[config.mk]
export PLATFORM = sky130hd
export DESIGN_NAME = arb4_rr
export DESIGN_NICKNAME = d
export VERILOG_FILES = /design/src/rtl/arb4_rr.sv
export SDC_FILE = /design/constraint.sdc
export NUM_CORES = 1
export LEC_CHECK = 0
export ABC_AREA = 1
export BUFFER_PORTS_ARGS = -buffer_cell sky130_fd_sc_hd__buf_2
export CAP_MARGIN = 0
export CELL_PAD_IN_SITES_DETAIL_PLACEMENT = 1
export CELL_PAD_IN_SITES_GLOBAL_PLACEMENT = 1
export CORE_MARGIN = 2
export CORE_UTILIZATION = 43
export DETAILED_ROUTE_END_ITERATION = 12
export PLACE_DENSITY_LB_ADDON = 0.1
export SYNTH_ARGS = -nofsm -noshare
export SYNTH_HDL_FRONTEND = slang
export SYNTH_SLANG_ARGS = --single-unit
[constraint.sdc]
create_clock -name clk -period 3.7 [get_ports clk]
set_clock_uncertainty 0.1 [all_clocks]
set_input_delay 0.74 -clock clk [delete_from_list [all_inputs] [get_ports clk]]
set_output_delay 0.74 -clock clk [all_outputs]
set_load 0.1 [all_outputs]
[src/rtl/arb4_rr.sv]
// ============================================================================
// Module   : arb4_rr
// Purpose  : Four-requester arbiter with round-robin or fixed priority
//            selection and a hold timer that forces hand-off under contention.
// Revision : 1.0 - initial release
// ============================================================================
`timescale 1ns/1ps
`default_nettype none

module arb4_rr #(
    parameter int MAX_HOLD = 8
) (
    input  logic       clk,
    input  logic       rst,
    input  logic       req0,
    input  logic       req1,
    input  logic       req2,
    input  logic       req3,
    input  logic       prio_mode,
    output logic       gnt0,
    output logic       gnt1,
    output logic       gnt2,
    output logic       gnt3,
    output logic [1:0] gnt_id,
    output logic       busy
);

    localparam logic [0:0] c_ST_IDLE   = 1'b0;
    localparam logic [0:0] c_ST_GRANT  = 1'b1;
    localparam logic [7:0] c_HOLD_LAST = 8'(MAX_HOLD - 1);

    logic [0:0] r_state;
    logic [3:0] r_gnt;
    logic [1:0] r_id;
    logic [7:0] r_cnt;
    logic [1:0] r_last;

    logic [0:0] w_state_nx;
    logic [3:0] w_gnt_nx;
    logic [1:0] w_id_nx;
    logic [7:0] w_cnt_nx;
    logic [1:0] w_last_nx;

    logic [3:0] w_req;
    logic [3:0] w_others;
    logic [2:0] w_pick_all;
    logic [2:0] w_pick_oth;
    logic       w_do_grant;
    logic [1:0] w_win;

    // Returns {found, index}; round-robin starts just after the last winner,
    // fixed priority scans 3 down to 0.
    function automatic logic [2:0] f_pick(input logic [3:0] cand,
                                          input logic       fixed,
                                          input logic [1:0] last);
        logic [2:0] res;
        logic [1:0] idx;
        res = 3'b000;
        for (int i = 0; i < 4; i++) begin
            if (fixed) idx = 2'(3 - i);
            else       idx = last + 2'(i + 1);
            if (!res[2] && cand[idx]) res = {1'b1, idx};
        end
        return res;
    endfunction

    assign w_req      = {req3, req2, req1, req0};
    assign w_others   = w_req & ~r_gnt;
    assign w_pick_all = f_pick(w_req, prio_mode, r_last);
    assign w_pick_oth = f_pick(w_others, prio_mode, r_last);

    always_comb begin
        w_state_nx = r_state;
        w_gnt_nx   = r_gnt;
        w_id_nx    = r_id;
        w_cnt_nx   = r_cnt;
        w_last_nx  = r_last;
        w_do_grant = 1'b0;
        w_win      = 2'b00;

        case (r_state)
            c_ST_IDLE: begin
                if (w_pick_all[2]) begin
                    w_do_grant = 1'b1;
                    w_win      = w_pick_all[1:0];
                end
            end
            c_ST_GRANT: begin
                if (!w_req[r_id]) begin
                    if (w_pick_oth[2]) begin
                        w_do_grant = 1'b1;
                        w_win      = w_pick_oth[1:0];
                    end else begin
                        w_state_nx = c_ST_IDLE;
                        w_gnt_nx   = 4'b0000;
                        w_id_nx    = 2'b00;
                        w_cnt_nx   = 8'd0;
                    end
                end else if (r_cnt == c_HOLD_LAST) begin
                    // Timeout: hand off if anyone else waits, else restart window.
                    if (w_pick_oth[2]) begin
                        w_do_grant = 1'b1;
                        w_win      = w_pick_oth[1:0];
                    end else begin
                        w_cnt_nx = 8'd0;
                    end
                end else begin
                    w_cnt_nx = r_cnt + 8'd1;
                end
            end
            default: begin
                w_state_nx = c_ST_IDLE;
                w_gnt_nx   = 4'b0000;
                w_id_nx    = 2'b00;
                w_cnt_nx   = 8'd0;
            end
        endcase

        if (w_do_grant) begin
            w_state_nx = c_ST_GRANT;
            w_gnt_nx   = 4'b0001 << w_win;
            w_id_nx    = w_win;
            w_cnt_nx   = 8'd0;
            w_last_nx  = w_win;
        end
    end

    always_ff @(posedge clk) begin
        if (rst) begin
            r_state <= c_ST_IDLE;
            r_gnt   <= 4'b0000;
            r_id    <= 2'b00;
            r_cnt   <= 8'd0;
            r_last  <= 2'd3;
        end else begin
            r_state <= w_state_nx;
            r_gnt   <= w_gnt_nx;
            r_id    <= w_id_nx;
            r_cnt   <= w_cnt_nx;
            r_last  <= w_last_nx;
        end
    end

    assign gnt0   = r_gnt[0];
    assign gnt1   = r_gnt[1];
    assign gnt2   = r_gnt[2];
    assign gnt3   = r_gnt[3];
    assign gnt_id = r_id;
    assign busy   = (r_state == c_ST_GRANT);

endmodule

`default_nettype wire
==> results_dict.tcl <==
set metrics [dict create \
    h-tree-depth 1 \
    grt_usage 0.223 \
    num_rows 21 \
    cp.required_ps 3830 \
    overflow 0 \
    min_period_ps 2350 \
    rsz0062_at_grt "no" \
    grt_max_degree 15 \
    yosysSeqAreaShare 0.232 \
    die_y_um 62.3 \
    worst_path_largest_cell_delay_ps 420 \
    whs_ps 394 \
    vdd_drop_max_mv 0.576 \
    synth.top_cells.by_area "nand2_1 25%, dfxtp_1 23%, inv_1 6.9%, nand3_1 6.5%, a21oi_1 5.5%" \
    tightest_slew_ps 506 \
    power_uw 1200 \
    status "finished, final reports clean" \
    start_util 0.442 \
    syn_area_per_cell_um2 5.79 \
    vias_per_cell 5.03 \
    cpMaxStageDelayCell "nor2_2" \
    num_io_pins 14 \
    slew_violations 0 \
    finalSetupTns_ps 0 \
    fp.coreArea_um2 3310 \
    synth_top_area_share 0.251 \
    yosysMostFrequentCell "nand2_1" \
    grt_pass1_vias 1545 \
    worstSetupStartpointType "input port" \
    holdBufCountCts 0 \
    globalplace.congestion 0.810 \
    setup_viol 0 \
    drtPass1Iterations 4 \
    fmax_ghz 0.426 \
    maxCapViolCount 0 \
    period_share 0.634 \
    crit_path_max_fanout 12 \
    place_hpwl_um 3300 \
    synthCells 253 \
    postCtsSetupBuffers 0 \
    portBuffers 13 \
    synth_ff_type "dfxtp_1" \
    antenna_cells 0 \
    die_area_um2 3890 \
    ant_nets 0 \
    syn2layout_area_growth_pct 7.95 \
    cts_buffer_depth 2 \
    netlist_area_um2 1460 \
    final_net_count 274 \
    drive_gt1_frac 0.166 \
    cts_tree "yes" \
    synth.distinct_cells 27 \
    drtIter0Drc 61 \
    drc_errors 0 \
    fp.dieW_um 62.3 \
    async_flop_share 0 \
    cts-root-buf "clkbuf_4" \
    p_leak_uw 0.000784 \
    crit_type "input port to flip-flop" \
    cts_sinks 17 \
    ctsResizeCount 0 \
    crit_chain "buf_2 > nor2_2 > nand2_1 > nand2_1 > nand2_1 > nand2_4 > nand3_4 > o21ai_2 > nand2_4 > a21oi_4 > nand2_1 > a21oi_1" \
    cp-end-kind "flip-flop" \
    vias 1564 \
    cp.arrival_ps 2480 \
    cpMostUsedCell "nand2_1" \
    clk_pin_slew_ps 110 \
    clkLatencyLatePin_ps 300 \
    syn-num-nets 261 \
    power_density_nw_per_um2 761 \
    synth_top_area_cell "nand2_1" \
    hold_path_class "flip-flop to flip-flop" \
    wire_per_inst_um 12.7 \
    synthTopCellsByCount "98 x nand2_1, 27 x inv_1, 19 x nand3_1, 19 x nor2_1, 17 x dfxtp_1" \
    synth_edf_count 0 \
    slew_headroom 0.662 \
    hold_viol 0 \
    grt_pass1_wl_um 7000 \
    synth-seq-cells 17 \
    cts_buffers 3 \
    antenna_found_initial 0 \
    routed_wl_um 3960 \
    yosysWarnings 0 \
]
## logic make-up after synthesis
| kind of cell | synth area share |
|---|---|
| DFF | 0.232 |
| and+or+nand+nor | 0.523 |
| AOI/OAI and AO/OA | 0.127 |
| adders and majority gates | 0.00855 |
| buffers and inverters | 0.103 |
| xor gates and xnor gates | 0.00598 |
## area by class of cell
class,count,area [um^2]
fillers,505,1730
multi-input cells,200,973
flip-flops and latches,17,340
inverters,31,116
repair buffers,13,65.1
well taps,46,57.6
clock buffers,3,22.5
clock inverters,1,5.00
## layout by cell type (no fill, tap or decap), types with 3 or more instances in the layout
master	count
nand2_1	98
inv_1	27
nand3_1	19
nor2_1	19
dfxtp_1	17
a21oi_1	16
buf_2	13
nand2_2	10
o21ai_0	7
nor2_2	4
inv_2	4
o211ai_1	4
nor3_1	4
and2_1	3
clkbuf_4	3
## through the flow
| stage | utilization | setup slack [ps] | instance area (um^2) | cells |
|---|---|---|---|---|
| floorplan | - | 1270 | 1460 | 253 |
| global placement | 0.469 | 1030 | 1550 | 307 |
| detailed placement | 0.469 | 1020 | 1550 | 307 |
| CTS | 0.477 | 1350 | 1580 | 311 |
| global route | 0.477 | 1100 | 1580 | 311 |
| finish | 0.477 | 1350 | 1580 | 311 |
## registers in the layout, summed over array words and instances (netlist names)
| register | flops |
|---|---|
| r_last | 2 |
| gnt_id | 2 |
| r_gnt | 4 |
| r_cnt | 8 |
| busy | 1 |
## critical path, delay by kind of cell
family                 cells  cell delay [ps]
AND/OR/NAND/NOR            8             1130
AO/OA/AOI/OAI              3              490
buffers and inverters      1              120
## report_power, final
group	internal, uW	switching, uW	total, uW	leakage (uW)
clock	40.3	61.8	102	0.0000177
sequential	222	50.7	273	0.000139
combinational	197	631	828	0.000628
total	460	744	1200	0.000784
## worst paths after layout
path	slack, ps	cells after the start	endpoint	startpoint
min	390	2	r_cnt[1]	r_cnt[1]
max reg2reg	1480	12	r_gnt[3]	r_last[0]
max	1350	12	r_gnt[3]	prio_mode
min reg2reg	390	2	r_cnt[1]	r_cnt[1]
## metal layers
metal | GRT usage | wire length [um] | vias to the layer above
met5 | 0 | 0 | -
met4 | 0.0861 | 94 | 0
li1 | - | - | 826
met3 | 0.0254 | 143 | 8
met1 | 0.308 | 1950 | 711
met2 | 0.357 | 1780 | 19
Note: power is estimated with default switching activity, not from simulation.
